===== src/rtl/gate_sweep_unit.sv =====
// Self-sequencing truth-table sweeper: steps an N-bit vector through every combination,
// evaluates a selectable reduction gate plus bitwise NOT, and counts the vectors that drive the gate high.
module gate_sweep_unit #(
    parameter int N     = 3,
    parameter int DWELL = 4
) (
    input  logic         clk,
    input  logic         rst,
    input  logic         start,
    input  logic [2:0]   mode,
    output logic [N-1:0] vec,
    output logic [N-1:0] out_not,
    output logic         out_gate,
    output logic         busy,
    output logic         done,
    output logic [N:0]   ones_cnt
);

    localparam int CW = (DWELL > 1) ? $clog2(DWELL) : 1;
    localparam logic [CW-1:0] LAST    = CW'(DWELL - 1);
    localparam logic [CW-1:0] CNT_ONE = CW'(1);
    localparam logic [N-1:0]  VEC_ONE = N'(1);
    localparam logic [N:0]    CNT1_W  = (N + 1)'(1);

    typedef enum logic [1:0] {IDLE, RUN, DONE} state_t;

    state_t          state, state_n;
    logic [CW-1:0]   cnt, cnt_n;
    logic [2:0]      mode_q, mode_n;
    logic [N-1:0]    vec_n;
    logic            busy_n, done_n;
    logic [N:0]      ones_n;

    // Gate is purely combinational on registered vec, so it lines up with vec in the same cycle.
    always_comb begin
        case (mode_q)
            3'd1:    out_gate = |vec;
            3'd2:    out_gate = ^vec;
            3'd3:    out_gate = ~&vec;
            3'd4:    out_gate = ~|vec;
            3'd5:    out_gate = ~^vec;
            default: out_gate = &vec;
        endcase
    end

    assign out_not = ~vec;

    always_comb begin
        state_n = state;
        cnt_n   = cnt;
        mode_n  = mode_q;
        vec_n   = vec;
        busy_n  = busy;
        done_n  = 1'b0;
        ones_n  = ones_cnt;
        case (state)
            IDLE: begin
                if (start) begin
                    state_n = RUN;
                    mode_n  = mode;
                    vec_n   = '0;
                    cnt_n   = '0;
                    ones_n  = '0;
                    busy_n  = 1'b1;
                end
            end
            RUN: begin
                if (cnt == LAST) begin
                    if (out_gate) begin
                        ones_n = ones_cnt + CNT1_W;
                    end
                    cnt_n = '0;
                    if (vec != '1) begin
                        vec_n = vec + VEC_ONE;
                    end else begin
                        // Last vector finished: vec returns to 0 while done pulses.
                        state_n = DONE;
                        vec_n   = '0;
                        busy_n  = 1'b0;
                        done_n  = 1'b1;
                    end
                end else begin
                    cnt_n = cnt + CNT_ONE;
                end
            end
            DONE: begin
                state_n = IDLE;
            end
            default: begin
                state_n = IDLE;
            end
        endcase
    end

    always_ff @(posedge clk) begin
        if (rst) begin
            state    <= IDLE;
            cnt      <= '0;
            mode_q   <= '0;
            vec      <= '0;
            busy     <= 1'b0;
            done     <= 1'b0;
            ones_cnt <= '0;
        end else begin
            state    <= state_n;
            cnt      <= cnt_n;
            mode_q   <= mode_n;
            vec      <= vec_n;
            busy     <= busy_n;
            done     <= done_n;
            ones_cnt <= ones_n;
        end
    end

endmodule


===== config.mk =====
export PLATFORM = sky130hd
export DESIGN_NAME = gate_sweep_unit
export DESIGN_NICKNAME = d
export VERILOG_FILES = /design/src/rtl/gate_sweep_unit.sv
export SDC_FILE = /design/constraint.sdc
export NUM_CORES = 1
export LEC_CHECK = 0
export CELL_PAD_IN_SITES_DETAIL_PLACEMENT = 0
export CELL_PAD_IN_SITES_GLOBAL_PLACEMENT = 1
export CORE_UTILIZATION = 35
export DETAILED_ROUTE_END_ITERATION = 12
export PLACE_DENSITY = 0.85
export REMOVE_ABC_BUFFERS = 1
export SLEW_MARGIN = 25
export SYNTH_ARGS = -nofsm -noshare
export SYNTH_HDL_FRONTEND = slang
export SYNTH_SLANG_ARGS = --single-unit

===== constraint.sdc =====
create_clock -name clk -period 2.4 [get_ports clk]
set_clock_uncertainty 0.05 [all_clocks]
set_input_delay 0.48 -clock clk [delete_from_list [all_inputs] [get_ports clk]]
set_output_delay 0.48 -clock clk [all_outputs]
set_load 0.02 [all_outputs]

==> impl_metrics.json, run 1 <==
{
  "multi_input_area_um2": 504,
  "port-buffer-count": 18,
  "coreArea_um2": 2210,
  "die-area_um2": 2550,
  "grt_pass1_wl_mm": 3.23,
  "final.setup.tns_ns": 0,
  "antenna_found_initial": 0,
  "ys_ff_latch": 16,
  "synth_top_area_frac": 0.389,
  "crit_path_start_kind": "flop",
  "fmaxAchievable_ghz": 0.428,
  "hold_viol": 0,
  "fin_nets": 137,
  "max-vdd-ir-drop_uv": 365,
  "hp-class": "flop to flop",
  "drv_cap": 0,
  "row_count": 17,
  "synth_top_cell_by_area": "dfxtp_1",
  "relSlewSlack": 0.790,
  "wl_per_cell_um": 11.7,
  "synth.cell_area_um2": 823,
  "async_flop_share": 0,
  "use_met1": 0.202,
  "dp_hpwl_mm": 1.35,
  "min_period_ns": 2.34,
  "yosysWarnings": 0,
  "dpl_cell_area_um2": 1120,
  "met2_usage": 0.291,
  "cp-end-kind": "primary output",
  "die_w_um": 50.5,
  "worstRegToRegCells": 8,
  "htreeDepth": 1,
  "routabilityCongestion": 0.845,
  "drc": 0,
  "grt_pass1_vias": 754,
  "drt_iter0_drc": 3,
  "setup_viol": 0,
  "die_h_um": 50.5,
  "worst_slew_pin_slew_ns": 0.313,
  "ys.flop_type": "dfxtp_1",
  "power_leakage_nw": 0.487,
  "first_pass_iters": 4,
  "rsz0062_at_grt": "no",
  "antennaDiodeCount": 0,
  "synth_area_leaders": "dfxtp_1, mux2i_1, ha_1, nand2_1, nor2_1",
  "top_usage_layer": "met2",
  "syn_area_per_cell_um2": 8.85,
  "cts_root_buffer": "clkbuf_4",
  "powerDensity_nw_per_um2": 501,
  "hold_buffers": 0,
  "wl_mm": 1.79,
  "synthCells": 93,
  "place_inst": 149,
  "stdcell_count": 153,
  "postRouteAntennaNets": 0,
  "cts_sinks": 16,
  "grt_usage": 0.167,
  "fin_crit_sh": 0.975,
  "clk_latency_ns": 0.29,
  "worstHoldPathCells": 2,
  "post_route_cells_drive_above_1_share": 0.240,
  "path_clk_slew_ns": 0.10,
  "worstPathArrival_ns": 1.81,
  "num_vias": 759,
  "worst_slack_ns": 0.0609,
  "fin_area_um2": 1170,
  "worstPathRequired_ns": 1.87,
  "synth_seq_area_share": 0.389,
  "pre_cts_slack_ns": -0.0950,
  "crit_fanout": 4,
  "synth_edf_count": 0,
  "start_util": 0.372,
  "grt_overflow": 0,
  "grt_max_degree": 11,
  "slew_violations": 0,
  "status": "completed",
  "cts_tree": "done",
  "syn2layout_area_growth_pct": 42.7,
  "seq_area_um2": 324,
  "use_met3": 0.0455,
  "ys_types": 29,
  "cts_buffers": 3,
  "criticalPathCategory": "flop to primary output",
  "vias_per_cell": 4.96,
  "nFillCells": 219,
  "cts_buffer_depth": 2,
  "ios": 19
}
==> worst max-delay path: stages (launching register included) <==
cell and delay, ns:
dfxtp_1 0.34, inv_1 0.08, ha_2 0.17, or4b_4 0.46, and3_4 0.19, o21ai_2 0.14
buf_6 0.13
==> final timing paths <==
kind	startpoint	endpoint	slack (ns)
hold / removal	cnt[1]	cnt[1]	0.43
hold reg to reg	cnt[1]	cnt[1]	0.43
setup / recovery	vec[0]	out_gate	0.06
setup reg to reg	vec[0]	ones_cnt[3]	0.37
==> registers in the layout (all words and copies together), names as in the netlist <==
| signal | count |
|---|---|
| busy | 1 |
| cnt | 2 |
| done | 1 |
| mode_q | 3 |
| ones_cnt | 4 |
| state | 2 |
| vec | 3 |
==> per-stage QoR <==
stage | hold WS, ns | total power [mW] | utilization
3_5_place_dp | 0.417 | 0.406 | 0.505
5_1_grt | 0.465 | 0.610 | 0.531
2_1_floorplan | 0.395 | 0.355 | -
6_report | 0.426 | 0.588 | 0.531
4_1_cts | 0.431 | 0.583 | 0.519
3_3_place_gp | 0.410 | 0.403 | 0.505
==> cell usage in the layout, fill, tap and decap left out, types with 2 or more instances in the layout <==
master and count:
clkdlybuf4s50_1 17, dfxtp_1 15, nand2_1 12, nor2_1 11
buf_4 11, mux2i_1 8, a21oi_1 6, nand3_1 5
nor3_1 5, ha_1 4, clkbuf_4 3, inv_1 2
or3_1 2
==> synthesized netlist by cell type (2+ instances only) <==
cell type,number
nor2_1,11
mux2i_1,8
nand3_1,5
a31oi_1,2
dfxtp_1,16
or3_1,2
inv_1,3
nor3_1,5
ha_1,5
nand2_1,12
a21oi_1,6
==> layout make-up <==
cell class / count / area share
multi-input cells: 73 / 0.429
flip-flops and latches: 16 / 0.276
repair buffers: 29 / 0.225
clock buffers: 4 / 0.0309
well taps: 28 / 0.0298
inverters: 3 / 0.00958
==> logic make-up after synthesis <==
kind of cell,count (synthesis),synth area share
multiplexers,8,0.0973
XOR/XNOR,1,0.0106
flip-flops,16,0.389
AND/OR/NAND/NOR,48,0.315
adder cells (fa/ha/maj),5,0.0760
AO/OA/AOI/OAI,11,0.0942
buffers and inverters,4,0.0182
==> power breakdown <==
group / switching, mW / internal, mW
clock: 0.0909 / 0.0925
sequential: 0.0121 / 0.275
combinational: 0.0573 / 0.0602
==> metal layers <==
metal	routed length (um)	up-vias
met5	0	-
met4	14	0
met3	67	2
met2	853	13
met1	857	347
li1	-	397
==> timing repair <==
item / in CTS / in global routing
buffers inserted: 0 / 0
endpoints found under the hold margin: 0 / 0
gates resized for setup: 4 / 9
setup endpoints to repair: 1 / 1
No activity file was read; power rests on OpenSTA's default activity.
==> run 2: changes to the inputs <==
--- a/config.mk
+++ b/config.mk
@@ -10,4 +10,5 @@
 export CORE_UTILIZATION = 35
 export DETAILED_ROUTE_END_ITERATION = 12
+export MAX_ROUTING_LAYER = met4
 export PLACE_DENSITY = 0.85
 export REMOVE_ABC_BUFFERS = 1
--- a/constraint.sdc
+++ b/constraint.sdc
@@ -3,3 +3,3 @@
 set_input_delay 0.48 -clock clk [delete_from_list [all_inputs] [get_ports clk]]
 set_output_delay 0.48 -clock clk [all_outputs]
-set_load 0.02 [all_outputs]
+set_load 0.05 [all_outputs]
==> run 2 against run 1 <==
  * Sequential power hardly changed
  * Count of clock-buffer cells in the layout is 1 lower
  * Final area is 1.2% lower
  * Non-clock buffer count is 7 lower
  * Clock power is 25% lower
  * Power is 3.9% lower
  * Highest routed layer unchanged
  * Hold slack worse by 0.0017 ns
  * Cell count is 5.2% lower
  * Combinational power is 17% higher
  * Critical endpoint unchanged
  * Setup slack better by 0.013 ns
==> impl_metrics.json, run 2 (synthesis results as in run 1) <==
{
  "status": "completed",
  "seq_area_um2": 325,
  "antennaDiodeCount": 0,
  "regMostFlops": "ones_cnt",
  "cts_sinks": 16,
  "final_cell_mix": "clkdlybuf4s50_1, dfxtp_1, nand2_1",
  "crit_fanout": 4,
  "worst_slew_pin_slew_ns": 0.506,
  "crit_family": "simple AND/OR/NAND/NOR gates",
  "syn2layout_area_growth_pct": 41.0,
  "largest_registers": "ones_cnt (4), mode_q (3), vec (3)",
  "power_leakage_nw": 0.446,
  "dp_hpwl_mm": 1.24,
  "slew_violations": 0,
  "clk_latency_ns": 0.28,
  "final_common_cell": "clkdlybuf4s50_1",
  "setup_viol": 0,
  "final.setup.tns_ns": 0,
  "port-buffer-count": 18,
  "worstRegToRegCells": 9,
  "grt_pass1_wl_mm": 3.04,
  "fmaxAchievable_ghz": 0.430,
  "grt_max_degree": 11,
  "cts_root_buffer": "clkbuf_4",
  "crit_path_start_kind": "flop",
  "htreeDepth": 1,
  "rsz0062_at_grt": "no",
  "slowest_delay_ns": 0.45,
  "hold_buffers": 0,
  "first_pass_iters": 4,
  "wirelength_met1_um": 797,
  "vias_per_cell": 5.10,
  "highest_layer": "met4",
  "drt_iter0_drc": 4,
  "fin_nets": 130,
  "criticalPathCategory": "flop to primary output",
  "power_mw": 0.565,
  "pre_cts_slack_ns": 0.200,
  "worst_slack_ns": 0.0739,
  "hold_viol": 0,
  "path_cells": "inv_4, ha_4, or4b_4, and3_4, o21ai_4, buf_12",
  "row_count": 17,
  "wl_per_cell_um": 11.8,
  "place_inst": 140,
  "antenna_found_initial": 0,
  "path_clk_slew_ns": 0.09,
  "max-vdd-ir-drop_uv": 399,
  "die_h_um": 50.5,
  "worstHoldPathCells": 2,
  "drc": 0,
  "num_vias": 740,
  "path_depth": 6,
  "relSlewSlack": 0.662,
  "cts_buffers": 3,
  "worstPathRequired_ns": 1.87,
  "largest_reg_flops": 4,
  "powerDensity_nw_per_um2": 487,
  "coreArea_um2": 2210,
  "die-area_um2": 2550,
  "grt_usage": 0.165,
  "multi_input_area_um2": 544,
  "cts_tree": "done",
  "drv_cap": 0,
  "worst-path-buf-inv": 2,
  "fin_crit_sh": 0.969,
  "postRouteAntennaNets": 0,
  "routabilityCongestion": 0.835,
  "grt_overflow": 0,
  "wl_met2_um": 850,
  "nFillCells": 214,
  "die_w_um": 50.5,
  "stdcell_count": 145,
  "start_util": 0.372,
  "met3_length_um": 52,
  "worstPathArrival_ns": 1.80,
  "cp_slowest_cell": "or4b_4",
  "timing.hold.ws_ns": 0.425,
  "hp-class": "flop to flop",
  "grt_pass1_vias": 719,
  "cp-end-kind": "primary output",
  "min_period_ns": 2.33,
  "ios": 19,
  "wl_mm": 1.71,
  "cts_buffer_depth": 2,
  "post_route_cells_drive_above_1_share": 0.231
}
run 2: cell types whose count changed in the layout (fill, tap and decap cells not counted), sizes merged:
cell | previous run | this run
buf | 12 | 5
clkbuf | 4 | 3
run 2: layout make-up:
| cell class | count | share of cell area |
|---|---|---|
| multi-input cells | 73 | 0.469 |
| repair buffers | 22 | 0.190 |
| well taps | 28 | 0.0302 |
| flip-flops and latches | 16 | 0.280 |
| clock buffers | 3 | 0.0194 |
| inverters | 3 | 0.0119 |
run 2: worst paths after layout:
kind / from / endpoint / slack [ns]
setup reg to reg: vec[0] / ones_cnt[1] / 0.50
hold / removal: cnt[1] / cnt[1] / 0.42
setup / recovery: vec[0] / out_gate / 0.07
hold reg to reg: cnt[1] / cnt[1] / 0.42
run 2: stage by stage:
step / instance area [um^2] / utilization
CTS: 1140 / 0.514
finish: 1160 / 0.525
detailed placement: 1060 / 0.479
global placement: 1060 / 0.479
floorplan: 820 / -
global route: 1160 / 0.525
run 2: power breakdown:
part	internal [mW]	switching [mW]	total (mW)
combinational	0.0629	0.0747	0.138
clock	0.0582	0.0800	0.138
sequential	0.276	0.0135	0.289
run 2: repair_timing:
| item | 4_1_cts | 5_1_grt |
|---|---|---|
| gates resized for setup | 7 | 9 |
| pin swaps | 0 | 2 |
| endpoints found under the hold margin | 0 | 0 |
| endpoints found under the setup margin | 1 | 1 |
| setup buffers | 2 | 0 |
run 2: worst register-to-register path, delay by kind of cell, from the launching register on:
family                     cells  cell delay (ns)
DFF                            1             0.38
and+or+nand+nor                1             0.12
xor gates and xnor gates       1             0.15
AOI/OAI and AO/OA              1             0.09
adders and majority gates      1             0.24
muxes                          2             0.50
buffers and inverters          3             0.30
run 2: routing by layer:
metal / GRT usage / vias up
li1: - / 378
met1: 0.190 / 347
met2: 0.280 / 13
met3: 0.0545 / 2
met4: 0.0278 / 0
met5: - / -
==> run 3: changes to the inputs <==
Settings changed: SETUP_SLACK_MARGIN set to 0.1.
==> run 3 against run 2 <==
  * Routed wire length up 2.2%
  * Sequential cell count unchanged
  * Global-route usage rose by 0.38 points
==> impl_metrics.json, run 3 (synthesis results as in run 1) <==
{
  "hold_buffers": 0,
  "max-vdd-ir-drop_uv": 415,
  "worst-path-buf-inv": 2,
  "grt_pass1_wl_mm": 3.12,
  "grt_max_degree": 11,
  "vias_per_cell": 5.03,
  "setup_viol": 0,
  "start_util": 0.372,
  "worstRegToRegCells": 8,
  "path_clk_slew_ns": 0.09,
  "drt_iter0_drc": 4,
  "r2r_end": "ones_cnt[3]",
  "coreArea_um2": 2210,
  "cts_tree": "done",
  "worstPathRequired_ns": 1.87,
  "cts_buffers": 3,
  "dp_hpwl_mm": 1.24,
  "largest_reg_flops": 4,
  "holdPathEnd": "cnt[1]",
  "relSlewSlack": 0.661,
  "fin_nets": 134,
  "grt_pass1_vias": 740,
  "row_count": 17,
  "syn2layout_area_growth_pct": 43.8,
  "drc": 0,
  "crit_fanout": 4,
  "regMostFlops": "ones_cnt",
  "worst_slew_pin_slew_ns": 0.507,
  "hp-start": "cnt[1]",
  "cp-end-kind": "primary output",
  "antennaDiodeCount": 0,
  "fmaxAchievable_ghz": 0.433,
  "utilization": 0.535,
  "drv_cap": 0,
  "routabilityCongestion": 0.835,
  "final_cell_mix": "clkdlybuf4s50_1, dfxtp_1, nand2_1",
  "num_vias": 749,
  "cts_sinks": 16,
  "clk_latency_ns": 0.28,
  "fin_crit_sh": 0.962,
  "die_h_um": 50.5,
  "powerDensity_nw_per_um2": 482,
  "htreeDepth": 1,
  "min_period_ns": 2.31,
  "power_leakage_nw": 0.467,
  "worstPathArrival_ns": 1.78,
  "hp-class": "flop to flop",
  "ios": 19,
  "grt_overflow": 0,
  "cp_slowest_cell": "or4b_4",
  "cts_buffer_depth": 2,
  "crit_family": "simple AND/OR/NAND/NOR gates",
  "rrSetupSlack_ns": 0.40,
  "port-buffer-count": 18,
  "cts_root_buffer": "clkbuf_4",
  "nFillCells": 214,
  "wl_mm": 1.75,
  "slowest_delay_ns": 0.45,
  "first_pass_iters": 4,
  "postRouteAntennaNets": 0,
  "post_route_cells_drive_above_1_share": 0.248,
  "grt_usage": 0.168,
  "largest_registers": "ones_cnt (4), mode_q (3), vec (3)",
  "die_w_um": 50.5,
  "crit_path_start_kind": "flop",
  "wl_per_cell_um": 11.8,
  "final_common_cell": "clkdlybuf4s50_1",
  "rsz0062_at_grt": "yes",
  "antenna_found_initial": 0,
  "timing.hold.ws_ns": 0.425,
  "path_cells": "inv_2, ha_4, or4b_4, and3_4, o21ai_4, buf_12",
  "hold_viol": 0,
  "slew_violations": 0,
  "status": "completed",
  "criticalPathCategory": "flop to primary output",
  "worstHoldPathCells": 2,
  "die-area_um2": 2550,
  "worstReg2RegStart": "vec[1]"
}
## run 3: cell count changes in the layout (fill, tap and decap cells not counted), sizes merged
cell	change
buf	+4
## run 3: layout make-up
| type | count | area (um^2) | share of cell area |
|---|---|---|---|
| Clock buffer | 3 | 22.5 | 0.0190 |
| Inverter | 3 | 11.3 | 0.00951 |
| Multi-Input combinational cell | 73 | 542 | 0.458 |
| Sequential cell | 16 | 323 | 0.273 |
| Tap cell | 28 | 35.0 | 0.0296 |
| Timing Repair Buffer | 26 | 250 | 0.211 |
## run 3: per-layer routing
metal	global-route usage	share of wire	vias to the layer above
met2	0.291	0.51	11
met5	-	0	-
li1	-	-	385
met4	0.0278	0.0069	0
met3	0.0545	0.022	2
met1	0.192	0.46	351
## run 3: what timing repair did
action	4_1_cts	5_1_grt
buffers inserted	6	0
resized for setup	12	1
setup endpoints to repair	1	1
pin swaps	3	0
hold endpoints to repair	0	0
## run 3: where the power goes
group	total, mW	switching, mW	internal (mW)
Combinational	0.142	0.0756	0.0667
Sequential	0.290	0.0134	0.276
Clock	0.139	0.0805	0.0582
## run 3: how the worst max path moves through the flow
stage | start | end | cells after the start
after floorplan | vec[0] | out_gate | 5
after global placement | vec[0] | out_gate | 6
after detailed placement | vec[0] | out_gate | 6
final | vec[1] | out_gate | 6
after CTS | vec[1] | out_gate | 6
after global routing | vec[1] | out_gate | 6
## run 3: per-stage QoR
stage | setup TNS (ns) | setup slack (ns) | cells | cell area (um^2) | power [mW]
floorplan | -0.785 | -0.610 | 92 | 820 | 0.372
global placement | 0 | 0.235 | 140 | 1060 | 0.417
global route | 0 | 0.0201 | 149 | 1180 | 0.603
CTS | 0 | 0.0938 | 149 | 1180 | 0.576
finish | 0 | 0.0915 | 149 | 1180 | 0.571
detailed placement | 0 | 0.200 | 140 | 1060 | 0.419
## run 3: worst min-delay path: stages (launching register included)
cell and delay [ns]:
dfxtp_1 0.32, nand3_1 0.06, a21oi_1 0.05
